**src/rtl/rv32i_types.sv**
```systemverilog
// Shared RV32I back-end types: CDB broadcast and memory reservation-station entry.
package rv32i_types;

    localparam int unsigned PREG_W = 6;
    localparam int unsigned XLEN   = 32;
    localparam int unsigned MIDX_W = 6;

    typedef struct packed {
        logic              valid;
        logic [PREG_W-1:0] pd_s;
    } cdb_t;

    typedef struct packed {
        logic              valid;
        logic              is_store;
        logic [PREG_W-1:0] ps1;
        logic              r1;
        logic [PREG_W-1:0] ps2;
        logic              r2;
        logic [XLEN-1:0]   imm;
        logic [MIDX_W-1:0] mem_idx;
    } agu_entry_t;

    // A broadcast wakes a source only on a valid, nonzero tag match.
    function automatic logic cdb_hit(input cdb_t c, input logic [PREG_W-1:0] ps);
        return c.valid && (c.pd_s != '0) && (c.pd_s == ps);
    endfunction

endpackage

```
**src/rtl/agu_issue_select.sv**
```systemverilog
// Lowest-index priority picker: one-hot grant plus any-request flag.
module agu_issue_select #(
    parameter int unsigned DEPTH = 8
) (
    input  logic [DEPTH-1:0] i_req,
    output logic [DEPTH-1:0] o_gnt,
    output logic             o_any
);

    // Isolate the lowest set bit with the two's-complement trick.
    assign o_gnt = i_req & (~i_req + DEPTH'(1));
    assign o_any = |i_req;

endmodule

```
**src/rtl/mem_agu_station.sv**
```systemverilog
// Memory-op reservation station: waits on operands, picks one ready op per cycle,
// reads the regfile and registers the effective address for the memory queue.
module mem_agu_station
    import rv32i_types::*;
#(
    parameter int unsigned DEPTH = 8
) (
    input  logic              clk,
    input  logic              rst_n,
    input  logic              flush,
    input  logic              dispatch_valid,
    input  logic              dispatch_is_store,
    input  logic [PREG_W-1:0] dispatch_ps1,
    input  logic              dispatch_ps1_ready,
    input  logic [PREG_W-1:0] dispatch_ps2,
    input  logic              dispatch_ps2_ready,
    input  logic [XLEN-1:0]   dispatch_imm,
    input  logic [MIDX_W-1:0] dispatch_mem_idx,
    output logic              full,
    input  cdb_t              cdb_alu,
    input  cdb_t              cdb_mem,
    output logic [PREG_W-1:0] rf_ps1,
    output logic [PREG_W-1:0] rf_ps2,
    input  logic [XLEN-1:0]   rf_rs1_v,
    input  logic [XLEN-1:0]   rf_rs2_v,
    output logic [XLEN-1:0]   addr,
    output logic              addr_valid,
    output logic [MIDX_W-1:0] mem_idx_out,
    output logic [XLEN-1:0]   store_wdata
);

    agu_entry_t        r_ent [DEPTH];
    logic [DEPTH-1:0]  w_valid;
    logic [DEPTH-1:0]  w_rdy;
    logic [DEPTH-1:0]  w_free_gnt;
    logic [DEPTH-1:0]  w_iss_gnt;
    logic              w_free_any;
    logic              w_iss_any;
    logic              w_do_disp;
    agu_entry_t        w_disp_ent;
    logic              w_iss_st;
    logic [PREG_W-1:0] w_iss_ps1;
    logic [PREG_W-1:0] w_iss_ps2;
    logic [XLEN-1:0]   w_iss_imm;
    logic [MIDX_W-1:0] w_iss_idx;

    logic              r_addr_valid;
    logic [XLEN-1:0]   r_addr;
    logic [MIDX_W-1:0] r_mem_idx;
    logic [XLEN-1:0]   r_wdata;

    always_comb begin
        w_valid = '0;
        w_rdy   = '0;
        for (int i = 0; i < int'(DEPTH); i++) begin
            w_valid[i] = r_ent[i].valid;
            w_rdy[i]   = r_ent[i].valid && r_ent[i].r1 && r_ent[i].r2;
        end
    end

    agu_issue_select #(.DEPTH(DEPTH)) u_free_sel (
        .i_req (~w_valid),
        .o_gnt (w_free_gnt),
        .o_any (w_free_any)
    );

    agu_issue_select #(.DEPTH(DEPTH)) u_iss_sel (
        .i_req (w_rdy),
        .o_gnt (w_iss_gnt),
        .o_any (w_iss_any)
    );

    assign full      = &w_valid;
    assign w_do_disp = dispatch_valid && w_free_any;

    // New entry, including same-cycle CDB bypass; loads never wait on ps2.
    always_comb begin
        w_disp_ent          = '0;
        w_disp_ent.valid    = 1'b1;
        w_disp_ent.is_store = dispatch_is_store;
        w_disp_ent.ps1      = dispatch_ps1;
        w_disp_ent.ps2      = dispatch_ps2;
        w_disp_ent.imm      = dispatch_imm;
        w_disp_ent.mem_idx  = dispatch_mem_idx;
        w_disp_ent.r1       = dispatch_ps1_ready || (dispatch_ps1 == '0)
                              || cdb_hit(cdb_alu, dispatch_ps1) || cdb_hit(cdb_mem, dispatch_ps1);
        w_disp_ent.r2       = !dispatch_is_store || dispatch_ps2_ready || (dispatch_ps2 == '0)
                              || cdb_hit(cdb_alu, dispatch_ps2) || cdb_hit(cdb_mem, dispatch_ps2);
    end

    // One-hot grant mux of the issuing entry's fields; all zero when idle.
    always_comb begin
        w_iss_st  = 1'b0;
        w_iss_ps1 = '0;
        w_iss_ps2 = '0;
        w_iss_imm = '0;
        w_iss_idx = '0;
        for (int i = 0; i < int'(DEPTH); i++) begin
            if (w_iss_gnt[i]) begin
                w_iss_st  = r_ent[i].is_store;
                w_iss_ps1 = r_ent[i].ps1;
                w_iss_ps2 = r_ent[i].ps2;
                w_iss_imm = r_ent[i].imm;
                w_iss_idx = r_ent[i].mem_idx;
            end
        end
    end

    assign rf_ps1 = w_iss_ps1;
    assign rf_ps2 = w_iss_ps2;

    always_ff @(posedge clk or negedge rst_n) begin
        if (!rst_n) begin
            for (int i = 0; i < int'(DEPTH); i++) r_ent[i] <= '0;
        end else if (flush) begin
            for (int i = 0; i < int'(DEPTH); i++) r_ent[i].valid <= 1'b0;
        end else begin
            for (int i = 0; i < int'(DEPTH); i++) begin
                if (w_iss_gnt[i]) begin
                    r_ent[i].valid <= 1'b0;
                end else if (w_do_disp && w_free_gnt[i]) begin
                    r_ent[i] <= w_disp_ent;
                end else if (r_ent[i].valid) begin
                    if (cdb_hit(cdb_alu, r_ent[i].ps1) || cdb_hit(cdb_mem, r_ent[i].ps1))
                        r_ent[i].r1 <= 1'b1;
                    if (cdb_hit(cdb_alu, r_ent[i].ps2) || cdb_hit(cdb_mem, r_ent[i].ps2))
                        r_ent[i].r2 <= 1'b1;
                end
            end
        end
    end

    // Execute stage: address add and store-data capture, one cycle after issue.
    always_ff @(posedge clk or negedge rst_n) begin
        if (!rst_n) begin
            r_addr_valid <= 1'b0;
            r_addr       <= '0;
            r_mem_idx    <= '0;
            r_wdata      <= '0;
        end else if (flush) begin
            r_addr_valid <= 1'b0;
        end else begin
            r_addr_valid <= w_iss_any;
            if (w_iss_any) begin
                r_addr    <= rf_rs1_v + w_iss_imm;
                r_mem_idx <= w_iss_idx;
                r_wdata   <= w_iss_st ? rf_rs2_v : '0;
            end
        end
    end

    assign addr_valid  = r_addr_valid;
    assign addr        = r_addr;
    assign mem_idx_out = r_mem_idx;
    assign store_wdata = r_wdata;

endmodule
```
**config.mk**
```make
export PLATFORM = sky130hd
export DESIGN_NAME = mem_agu_station
export DESIGN_NICKNAME = d
export VERILOG_FILES = /design/src/rtl/rv32i_types.sv /design/src/rtl/agu_issue_select.sv /design/src/rtl/mem_agu_station.sv
export SDC_FILE = /design/constraint.sdc
export NUM_CORES = 1
export LEC_CHECK = 0
export CAP_MARGIN = 20
export CORE_MARGIN = 4
export CORE_UTILIZATION = 53
export DETAILED_ROUTE_END_ITERATION = 12
export PLACE_DENSITY = 0.77
export SLEW_MARGIN = 20
export SYNTH_ARGS = -nofsm -noshare
export SYNTH_HDL_FRONTEND = slang
export SYNTH_SLANG_ARGS = --single-unit
```
**constraint.sdc**
```tcl
create_clock -name clk -period 4.3 [get_ports clk]
set_input_delay 1.29 -clock clk [delete_from_list [all_inputs] [get_ports clk]]
set_output_delay 1.29 -clock clk [all_outputs]
set_load 0.01 [all_outputs]
```
==> results of run 1 <==
[layout make-up]
cell class | instances | area share, %
sequential | 503 | 41.0
multi-input combinational | 1651 | 39.4
timing repair buffer | 332 | 10.7
clock buffer | 71 | 5.00
tap | 607 | 2.47
clock inverter | 26 | 1.21
inverter | 20 | 0.244
antenna | 2 | 0.0163
[state kept, by name (all words and copies together) (netlist names)]
register / flops
mem_idx_out: 6
store_wdata: 32
r_ent: 432
addr: 32
addr_valid: 1
[repair_timing]
action                                  CTS  global route
endpoints found under the setup margin   13            21
buffers inserted                          6             1
pin swaps                                 6             7
gates resized for setup                  17            39
[logic make-up (layout without fill, tap and decap cells)]
kind of cell | after synthesis | count (layout) | share of synthesized area, %
mux | 307 | 307 | 13.7
xor+xnor | 236 | 236 | 8.18
buf+inv | 188 | 449 | 3.07
fa+ha+maj | 34 | 34 | 1.71
other cells | 0 | 2 | 0
flops | 503 | 503 | 49.8
simple gates | 619 | 619 | 11.0
compound gates | 455 | 455 | 12.6
[cells in the final DEF (no fill, tap or decap), types with 7 or more instances in the layout]
master,count
clkbuf_16,54
nor3_1,10
buf_4,89
clkdlybuf4s50_1,205
nor2_1,39
a22o_1,32
a221oi_1,51
mux2_1,48
inv_1,19
ha_1,31
clkbuf_8,12
buf_12,16
clkinv_2,9
a221o_1,12
a21o_1,9
a31oi_1,15
o21ai_0,87
and3_1,7
buf_6,8
bufinv_16,8
xnor2_1,91
dfrtp_1,503
a21oi_1,72
nor3_2,7
nand2_1,403
nand3_1,29
a22oi_1,113
nor4_1,34
nand4_1,39
mux2_2,258
xor2_1,145
dlygate4sd2_1,7
[worst min path at each step]
stage	cells after the start	start	to
finish	2	r_ent[59]	r_ent[59]
global route	2	r_ent[70]	r_ent[70]
CTS	2	r_ent[59]	r_ent[59]
detailed placement	2	r_ent[78]	r_ent[78]
global placement	2	r_ent[83]	r_ent[83]
floorplan	2	r_ent[253]	r_ent[253]
[tightest hold or removal path, delay by kind of cell (launching register included)]
kind / cells / cell delay [ns]
and+or+nand+nor: 2 / 0.10
DFF: 1 / 0.34
[power groups by stage]
stage	sequential (mW)	combinational (mW)	clock, mW
floorplan	5.88	1.53	0
global placement	5.85	2.84	0
detailed placement	5.90	2.92	0
CTS	5.81	2.94	5.00
global route	5.89	3.23	5.20
finish	5.83	2.98	4.95
[per-layer routing]
metal	GRT usage (%)	vias to the layer above
li1	-	8831
met1	39.7	10141
met2	46.8	949
met3	6.14	183
met4	11.1	6
met5	0	-
==> metrics.txt, run 1 <==
status=complete, no violations; Yosys top cell area share=49.8%; Die Width=between 200 and 250 µm; die area=51300 µm²; Tcrit/Tclk final=97.1%; critical path depth=9; Final Setup Violations=0; H-tree levels=2; critical path launch point type=flop; crit path cell chain=and3_2, nor4b_4, nand3b_1, buf_4, nor2_4, buf_12, a221oi_1, a21oi_1, dlygate4sd2_1; Fin. Hold Viols=0; Pint=9.86 mW; Hold WS=0.468 ns; Tot GR Track Use=29.3%; met3 routed WL=between 7 and 8 mm; Setup WS pre-CTS=0.0173 ns; critical path endpoint=rf_ps2[5]; Worst EP arrival=2.88 ns; vias in the first global route=around 21000; first-pass GRT wire length=118 mm; # IOs=219; unique cell type count in the Yosys netlist=66; CORE AREA=roughly 47000 µm²; Layout fillers=3476; GR Overflow Total=0; share of cells above drive strength 1=19.7%; CP max stage cell=dfrtp_1; top post-synthesis cells by count=dfrtp_1 (503), nand2_1 (403), mux2_2 (258); hpwl dp=about 50 mm; reg2reg start=r_ent[308]; Seq. cell area=12600 µm²; routed vias=between 20000 and 25000; RR Endpoint=addr[28]; Avg Cell Area, Syn=10.8 µm²; Crit. Startpoint=r_ent[308]; fin crit period=4.17 ns; yosys warns=0; post-synthesis sequential area ratio=49.8%; switching power=3.89 mW; Worst setup EP type=primary output; area grow syn2layout=21.5%; wire length per cell=23.7 µm; Port Buffer Count=218; Util after Layout=between 60% and 70%; sequential share of power=42.4%; Post-synth EDFFs=0; initial antenna violation count=5; async set-reset flop share out of synthesis=100%; Placement Cell Area=28600 µm²; WP buf/inv=3; clk_lat worst skew=0.61 ns; multi-input combinational cell area=12100 µm²; initial core utilization=54.0%; M1 wire length=~31 mm; # placed instances=3106; Final Instance Count excl. Fillers=3212; first-pass iteration count of the detailed router=5; Fin Setup TNS=0 ns; Mapped Area=25300 µm²; DRC=0; DR iter-0 viols=between 1500 and 2000; R2R depth=18; Yosys reg bits=between 500 and 600; Comb power frac=21.7%; Least-Margin Pin Slew=0.656 ns; MaxCap Viol Count=0; Final Power=13.7 mW; count leader, synth=dfrtp_1; syn_nets=2511; Slew headroom=56.1%; Max stage delay on crit path=0.39 ns; Most used DFF post-synth=dfrtp_1; worst setup path category=flop to primary output; hold crit path type=flop to flop; met2 wire length=35.4 mm; leakage power=~14 nW; clock root cell=clkbuf_16; Worst Skew=roughly 0.023 ns; design area=30700 µm²; required time of the critical path=3.01 ns; top layer in use=met5; clock sinks=503; clock transition at the registers of the reported paths=0.06 ns; Synth area leader=dfrtp_1; largest net degree at the start of global routing=104; CTS tree=built; Synth area leaders=dfrtp_1 (50%), mux2_2 (11%), nand2_1 (6.0%), xor2_1 (5.0%), a22oi_1 (3.4%); chip height=226 µm; # hold bufs at CTS=0; Clock Power Share=36.0%; Mapped Cells=2342; row cnt=79; WL final=~76 mm; Max Buffers Root-to-Sink=3; cts bufs inserted=between 50 and 60; final RePlAce weighted congestion=0.933; number of routed nets with antenna violations=0; fmax=240 MHz; reg2reg setup slack=roughly 0.15 ns; Largest delay share family, worst path=simple AND/OR/NAND/NOR gates; worst vdd ir=~0.00032 V; Pwr Density=448 nW/µm²; sw frac=28.3%; nets@finish=2730; vias per cell=6.26; crit path max fanout=13; PnR worst setup slack=0.126 ns; pins over their slew limit=0
(Power assumes the default switching activity.)
==> run 2: changes to the inputs <==
CORE_UTILIZATION = 61   (was 53)
PLACE_DENSITY = 0.84   (was 0.77)
clock period = 5.1 ns   (was 4.3 ns; I/O delays follow)
==> metrics.txt, run 2 (synthesis results as in run 1) <==
Fin. Hold Viols=0 (unchanged); first-pass GRT wire length=119 mm (+0.97%); Final Instance Count excl. Fillers=3101 (-3.5%); vias per cell=6.58 (+5.1%); Die Width=212 µm (-6.5%); Placement Cell Area=28200 µm² (-1.4%); Layout fillers=2674 (-23%); nets@finish=2696 (-1.2%); Final Power=11.2 mW (-18%); Hold WS=0.469 ns (+0.000787 ns); sequential share of power=43.7% (+1.3 points); Worst setup EP type=primary output; largest net degree at the start of global routing=119 (+14%); fin crit period=5.06 ns; R2R depth=17 (-1); Largest delay share family, worst path=simple AND/OR/NAND/NOR gates; # hold bufs at CTS=0 (unchanged); Pint=7.99 mW (-19%); crit path cell chain=and3_4, nor4b_4, buf_4, nand3_1, nor2_1, a31oi_1, a221o_1, clkdlybuf4s50_1; MaxCap Viol Count=0 (unchanged); multi-input combinational cell area=12000 µm² (-0.63%); clock transition at the registers of the reported paths=0.06 ns (about the same); critical path endpoint=rf_ps2[4]; number of routed nets with antenna violations=0 (unchanged); M2 GR Usage=53.8% (+7.0 points); crit path max fanout=12 (-1); status=complete, no violations; Top reg by flops=r_ent; Max stage delay on crit path=0.51 ns (+0.12 ns); area grow syn2layout=18.6%; sw frac=29.0% (+0.71 points); Max Buffers Root-to-Sink=3 (unchanged); met1 GRT Util=44.5% (+4.8 points); Tot GR Track Use=33.7% (+4.5 points); PnR worst setup slack=0.0426 ns (-0.0830 ns); critical path launch point type=flop; met3 usage=7.91% (+1.8 points); H-tree levels=2 (unchanged); commonest non-fill, non-tap cell in the layout=dfrtp_1; switching power=3.26 mW (-16%); Worst EP arrival=3.53 ns (+0.65 ns); Util after Layout=73.3% (+7.7 points); routed vias=20414 (+1.5%); CORE AREA=40900 µm² (-13%); required time of the critical path=3.57 ns (+0.56 ns); CP max stage cell=dfrtp_1; Tcrit/Tclk final=99.2%; WP buf/inv=2 (-1); hpwl dp=49.2 mm (-1.8%); Crit. Startpoint=r_ent[323]; leakage power=14.0 nW (-2.9%); critical path depth=8 (-1); DR iter-0 viols=2064 (+4.9%); commonest cells after routing, fill and taps aside=dfrtp_1 (503), nand2_1 (403), mux2_2 (258), clkdlybuf4s50_1 (217), xor2_1 (145); design area=30000 µm² (-2.4%); Port Buffer Count=218 (unchanged); Worst Skew=0.0197 ns (-0.00320 ns); Pwr Density=375 nW/µm² (-16%); hold crit path type=flop to flop; initial core utilization=61.8% (+7.8 points); Comb power frac=22.0% (+0.3 points); DRC=0 (unchanged); WL final=76.6 mm (+0.50%); GR Overflow Total=0 (unchanged); wire length per cell=24.7 µm (+4.1%); hold_sp=r_ent[106]; reg2reg setup slack=0.15 ns (about the same); GRT busiest layer=met2; Largest register FFs=432 (unchanged); chip height=212 µm (-6.5%); initial antenna violation count=4 (-1); cts bufs inserted=52 (-1.9%); final RePlAce weighted congestion=0.947 (+1.6%); CTS tree=built; Setup WS pre-CTS=0.283 ns (+0.265 ns); share of cells above drive strength 1=17.7% (-1.9 points); vias in the first global route=21214 (+2.1%); Least-Margin Pin Slew=1.10 ns (+0.442 ns); reg2reg start=r_ent[323]; Seq. cell area=12600 µm² (unchanged); Slew headroom=26.8% (-29 points); RR Endpoint=addr[31]; Final Setup Violations=0 (unchanged); die area=44800 µm² (-13%); worst vdd ir=0.000231 V (-27%); # IOs=219 (unchanged); worst setup path category=flop to primary output; Fin Setup TNS=0 ns (unchanged); clk_lat worst skew=0.60 ns (about the same); row cnt=74 (-6.3%); clock sinks=503 (unchanged); first-pass iteration count of the detailed router=6 (+1); Clock Power Share=34.2% (-1.8 points); # placed instances=2995 (-3.6%); fmax=198 MHz; pins over their slew limit=0 (unchanged); RSZ-0062 raised after global routing=false; clock root cell=clkbuf_16
## run 2: cell count changes in the layout (fill, tap and decap cells not counted), sizes merged
cell,delta
buf,-35
dlymetal6s2s,-5
bufinv,-4
dlygate4sd2,-7
diode,+2
clkbuf,-1
clkdlybuf4s50,+12
nor2b,+1
and4,+1
## run 2: worst min-delay path by stage
stage,endpoint,cells after the start
after floorplan,r_ent[253],2
after global placement,r_ent[79],2
after detailed placement,r_ent[66],2
after CTS,r_ent[61],2
after global routing,r_ent[244],2
final,r_ent[106],2
## run 2: worst register-to-register path: cells and delay by family, from the launching register on
family	cells	cell delay [ns]
compound gates	8	2.00
xor+xnor	1	0.17
fa+ha+maj	1	0.23
buf+inv	2	0.48
flops	1	0.56
simple gates	5	1.36
## run 2: routing by layer
| metal | part of all wire, % | vias to the layer above |
|---|---|---|
| li1 | - | 8752 |
| met1 | 39 | 10160 |
| met2 | 47 | 1230 |
| met3 | 9.9 | 268 |
| met4 | 3.9 | 4 |
| met5 | 0.037 | - |
## run 2: area by class of cell
| class | instances | share of cell area [%] |
|---|---|---|
| flip-flops and latches | 503 | 42.0 |
| inverters | 20 | 0.250 |
| diodes | 4 | 0.0334 |
| clock inverters | 22 | 0.776 |
| clock buffers | 70 | 4.93 |
| multi-input cells | 1653 | 40.1 |
| well taps | 532 | 2.22 |
| repair buffers | 297 | 9.71 |
## run 2: power groups by stage
stage	clock (mW)	sequential (mW)	combinational, mW
final	3.85	4.92	2.48
after global routing	4.05	4.97	2.68
after CTS	3.87	4.91	2.46
after detailed placement	0	4.97	2.43
after global placement	0	4.93	2.36
after floorplan	0	4.96	1.29
## run 2: timing repair
item	CTS	global route
gates resized for setup	4	2
buffers inserted	6	2
gates cloned	1	1
setup endpoints to repair	10	10
pin swaps	2	3
==> run 3: changes to the inputs <==
ABC_AREA = 1   (was unset)
CTS_CLUSTER_SIZE = 40   (was unset)
PLACE_DENSITY = 0.83   (was 0.84)
clock period = 6.3 ns   (was 5.1 ns; I/O delays follow)
==> metrics.txt, run 3 <==
Die Width=217 µm (+2.4%); die area=47000 µm² (+4.9%); clock transition at the registers of the reported paths=0.06 ns (about the same); nets@finish=3759 (+39%); Max Buffers Root-to-Sink=3 (unchanged); Largest delay share family, worst path=buffers and inverters; final RePlAce weighted congestion=1.03 (+8.3%); PnR worst setup slack=0.631 ns (+0.588 ns); Final Power=9.46 mW (-16%); Fin Setup TNS=0 ns (unchanged); # hold bufs at CTS=0 (unchanged); vias per cell=6.29 (-4.4%); Slew headroom=28.6% (+1.8 points); Mapped Cells=3454 (+47%); # diodes=0 (-4); Placement Cell Area=29000 µm² (+2.8%); WP buf/inv=2 (unchanged); Tot GR Track Use=40.9% (+7.2 points); switching power=3.01 mW (-7.7%); Pwr Density=307 nW/µm² (-18%); crit path cell chain=nand3_4, nand2_2, nor2_4, nand2_2, inv_2, nand2_1, o2111ai_1, a21oi_1, o21ai_0, clkdlybuf4s50_1; pins over their slew limit=0 (unchanged); area grow syn2layout=15.9%; unique cell type count in the Yosys netlist=57 (-14%); Layout fillers=3255 (+22%); Post-CTS Setup Repair Bufs=0 (-6); Mapped Area=26600 µm² (+5.1%); row cnt=76 (+2.7%); Worst EP arrival=3.78 ns (+0.25 ns); Synth area leader=dfrtp_1; count leader, synth=nand2_1; most frequent CP cell=nand2_2; required time of the critical path=4.41 ns (+0.84 ns); DR iter-0 viols=3797 (+84%); clock root cell=clkbuf_16; Tcrit/Tclk final=90.0%; Avg Cell Area, Syn=7.69 µm² (-29%); vias in the first global route=26111 (+23%); MaxCap Viol Count=0 (unchanged); wire length per cell=23.1 µm (-6.7%); Max stage delay on crit path=0.61 ns (+0.10 ns); top post-synthesis cells by count=nand2_1 (1057), dfrtp_1 (503), o21ai_0 (380); cts bufs inserted=52 (unchanged); Yosys top cell area share=47.4% (-2.4 points); CORE AREA=43100 µm² (+5.3%); worst setup path category=flop to primary output; RSZ-0062 raised after global routing=false; status=complete, no violations; async set-reset flop share out of synthesis=100% (unchanged); design area=30800 µm² (+2.7%); first-pass GRT wire length=150 mm (+26%); WL final=97.2 mm (+27%); Least-Margin Pin Slew=1.07 ns (-0.0280 ns); # IOs=219 (unchanged); routed vias=26518 (+30%); crit path max fanout=23 (+11); worst vdd ir=0.000264 V (+14%); Comb power frac=23.1% (+1.1 points); post-synthesis sequential area ratio=47.4% (-2.4 points); Largest register FFs=432 (unchanged); leakage power=14.6 nW (+4.3%); Hold WS=0.481 ns (+0.0126 ns); sequential share of power=42.0% (-1.7 points); Setup WS pre-CTS=1.21 ns (+0.929 ns); Clock Power Share=34.8% (+0.6 points); first-pass iteration count of the detailed router=7 (+1); Final Setup Violations=0 (unchanged); syn_nets=3623 (+44%); initial antenna violation count=2 (-2); sw frac=31.8% (+2.8 points); Fin. Hold Viols=0 (unchanged); commonest cells after routing, fill and taps aside=nand2_1 (1054), dfrtp_1 (503), o21ai_0 (379), inv_1 (309), clkdlybuf4s50_1 (217); DRC=0 (unchanged); fmax=roughly 180 MHz; chip height=217 µm (+2.4%); critical path launch point type=flop; clock sinks=503 (unchanged); share of cells above drive strength 1=5.59% (-12 points); initial core utilization=61.7% (-0.086 points); Most used DFF post-synth=dfrtp_1; CP max stage cell=inv_2; yosys warns=0 (unchanged); H-tree levels=2 (unchanged); Port Buffer Count=218 (unchanged); clk_lat worst skew=0.63 ns (+0.03 ns); largest net degree at the start of global routing=142 (+19%); GR Overflow Total=0 (unchanged); hpwl dp=64.1 mm (+30%); hold crit path type=flop to flop; number of routed nets with antenna violations=0 (unchanged); CTS tree=built; Worst Skew=0.0280 ns (+0.00828 ns); Worst setup EP type=primary output; Synth area leaders=dfrtp_1 (47%), nand2_1 (15%), o21ai_0 (7.2%), inv_1 (4.4%), nor2_1 (2.7%); post-CTS sizing=0 (-4); Post-synth EDFFs=0 (unchanged); commonest non-fill, non-tap cell in the layout=nand2_1; Top reg by flops=r_ent; Yosys reg bits=503 (unchanged); fin crit period=5.67 ns; Pint=6.45 mW (-19%)
## run 3: worst paths after layout
check	from	end	slack, ns	depth (start not counted)
hold / removal	store_wdata[8]	store_wdata[8]	0.48	2
hold reg to reg	store_wdata[8]	store_wdata[8]	0.48	2
setup reg to reg	r_ent[431]	addr[26]	0.93	21
min in group asynchronous	rst_n	r_ent[57]	1.30	1
max in group asynchronous	rst_n	r_ent[46]	3.68	2
setup / recovery	r_ent[431]	rf_ps1[4]	0.63	10
## run 3: layer usage
metal / track usage, % / vias up / share of wire (%)
met5: 0 / - / 0.029
met4: 16.7 / 4 / 4.4
met3: 10.4 / 336 / 12
met2: 62.1 / 1789 / 44
met1: 56.7 / 12774 / 39
li1: - / 11615 / -
## run 3: worst reg2reg max path, cell delays in order (launching register included)
cell	delay [ns]
dfrtp_1	0.52
nand3_4	0.35
nand2_2	0.21
inv_2	0.15
nand3_1	0.11
inv_1	0.65
buf_4	0.54
nand2_1	0.13
nand4_1	0.12
o21ai_1	0.08
inv_1	0.08
ha_1	0.14
inv_1	0.07
fa_1	0.45
o21ai_0	0.44
a21oi_1	0.19
o21ai_0	0.43
nand3_1	0.26
nand3_1	0.14
nand2_1	0.06
nand3_1	0.06
nand2_1	0.06
## run 3: area by class of cell
class | count | area (µm²) | area share (%)
Sequential cell | 503 | 12600 | 40.9
Multi-Input combinational cell | 2439 | 11800 | 38.4
Timing Repair Buffer | 268 | 2610 | 8.48
Clock buffer | 71 | 1510 | 4.91
Inverter | 326 | 1230 | 3.98
Tap cell | 585 | 732 | 2.38
Clock inverter | 22 | 304 | 0.987
## run 3: cell families after synthesis
logic type	share of synthesized area (%)
AND/OR/NAND/NOR	25.3
buffers and inverters	8.41
AO/OA/AOI/OAI	15.4
adder cells (fa/ha/maj)	1.63
flip-flops	47.4
XOR/XNOR	1.91
## run 3: through the flow
stage	instances	utilization, %
CTS	4214	71.4
global route	4214	71.5
finish	4214	71.5
floorplan	3454	-
detailed placement	4121	67.2
global placement	4121	67.2
## run 3: power groups by stage
| stage | clock network, mW | logic [mW] | registers, mW |
|---|---|---|---|
| floorplan | 0 | 1.11 | 4.01 |
| global placement | 0 | 2.05 | 3.99 |
| detailed placement | 0 | 2.12 | 4.01 |
| CTS | 3.30 | 2.15 | 3.96 |
| global route | 3.44 | 2.38 | 4.02 |
| finish | 3.30 | 2.19 | 3.98 |
==> edit, RTL diff (flow settings as in run 1) <==
Reset style: synchronous (`rst_n`), changed in 2 clocked blocks.
--- a/src/rtl/mem_agu_station.sv
+++ b/src/rtl/mem_agu_station.sv
@@ -109,7 +109,7 @@
     assign rf_ps1 = w_iss_ps1;
     assign rf_ps2 = w_iss_ps2;
 
-    always_ff @(posedge clk or negedge rst_n) begin
+    always_ff @(posedge clk) begin
         if (!rst_n) begin
             for (int i = 0; i < int'(DEPTH); i++) r_ent[i] <= '0;
         end else if (flush) begin
@@ -131,7 +131,7 @@
     end
 
     // Execute stage: address add and store-data capture, one cycle after issue.
-    always_ff @(posedge clk or negedge rst_n) begin
+    always_ff @(posedge clk) begin
         if (!rst_n) begin
             r_addr_valid <= 1'b0;
             r_addr       <= '0;
Function: differs if rst_n is asserted again (counterexample within 4 cycles, from zero or initial values and one cycle with rst_n low); with rst_n held inactive, the same outputs for 4 cycles.
==> edit against run 1 <==
Design area grew 0.11%. Final cell count shrank 4.8%. Critical path type unchanged. Global-route usage grew 0.53 points. Sequential cell count is the same. Count of clock-buffer cells in the layout shrank 7. Wire length grew 2.4%. Setup slack lost 0.041 ns. Worst hold slack lost 0.016 ns. Synthesized area grew 0.34%. Highest routed layer unchanged.
Power is not compared: it rests on default switching activity, and its combinational part moved more than twofold at a synthesized area within 25%.
==> edit: results <==
group,metric,value,unit
route,wl_met1,30800,um
status,outcome,"finished, final reports clean",
global_route,grt_max_degree,84,
place,gp_congestion,0.961,
worst_setup_path,crit_path_start,"r_ent[0][38]$_SDFFCE_PN0P_",
final_layout,fin_nets,2574,
synth,synth.area.top_cells,"edfxtp_1 (51%), and2_1 (7.6%), dfxtp_1 (5.6%)",
place,post-dp-hpwl,49900,um
timing,whs,0.452,ns
place,dpl_cell_area,28700,sq um
synth,synth_edf_count,432,
synth,synth_cell_types,72,
synth,yosysSeqAreaShare,0.567,
worst_setup_path,critPathMaxFanout,45,
worst_hold_path,holdPathEnd,"addr[5]$_SDFFE_PN0P_",
timing,final.setup_skew,0.0139,ns
route,first_pass_iters,6,
worst_setup_path,arrival,2.93,ns
synth,ys.flop_type,"edfxtp_1",
worst_setup_path,ff2ff_path_depth,18,
synth,synthCells,2192,
synth,synth_area,25400,sq um
synth,synth_common_cells,"edfxtp_1 (432), and2_1 (308), xnor2_1 (151)",
place,place_ws,0.0151,ns
worst_setup_path,r2r_start,"r_ent[0][53]$_SDFFCE_PN0P_",
power,internal-power,8.64,mW
route,dr_wl_met2,35800,um
route,met3RoutedLength,8400,um
worst_setup_path,cp_top_family,"buffers and inverters",
route,drt_iter0_drc,2476,
global_route,met2_usage,0.475,
timing,fin_crit,4.22,ns
synth,async_reset_ff_frac,0,
timing,worst_slew_pin_slew,0.904,ns
global_route,grtUsageTotal,0.298,
worst_setup_path,crit_path_end,"rf_ps1[5]",
clocking,cts_setup_buffers,2,
place,dp_cells,2954,
global_route,gr-usage-met3,0.0567,
final_layout,fin_cells,3059,
worst_hold_path,min_from,"addr[5]$_SDFFE_PN0P_",
global_route,grt_pass1_wl,117000,um
route,routedWlPerCell,25.5,um
global_route,grtUsageMet1,0.404,
synth,synth_fp_nets,2359,
final_layout,drive_gt1_frac,0.101,
worst_setup_path,r2r-end,"addr[30]$_SDFFE_PN0P_",
worst_setup_path,slowest_delay,0.51,ns
==> edit: cell types whose count changed after synthesis, sizes merged, moves of 60 or more <==
cell	before	now
dfrtp	503	0
xnor2	91	151
edfxtp	0	432
mux2	306	0
nand2	403	117
xor2	145	77
and2	4	308
and3	11	112
dfxtp	0	71
==> edit: layout make-up <==
cell class	instances	area, sq um
diodes	2	5.00
clock buffers	64	1370
clock inverters	34	389
fillers	3436	16200
inverters	33	124
multi-input cells	1491	10400
flip-flops and latches	503	14400
well taps	607	759
repair buffers	325	3320
==> edit: cells by family (layout without fill, tap and decap cells) <==
| logic type | count (synthesis) | after routing | synth area share |
|---|---|---|---|
| muxes | 5 | 5 | 0.00197 |
| xor gates and xnor gates | 228 | 228 | 0.0787 |
| AOI/OAI and AO/OA | 460 | 460 | 0.130 |
| adders and majority gates | 32 | 32 | 0.0161 |
| buffers and inverters | 198 | 456 | 0.0323 |
| and+or+nand+nor | 766 | 766 | 0.174 |
| DFF | 503 | 503 | 0.567 |
| other | 0 | 2 | 0 |
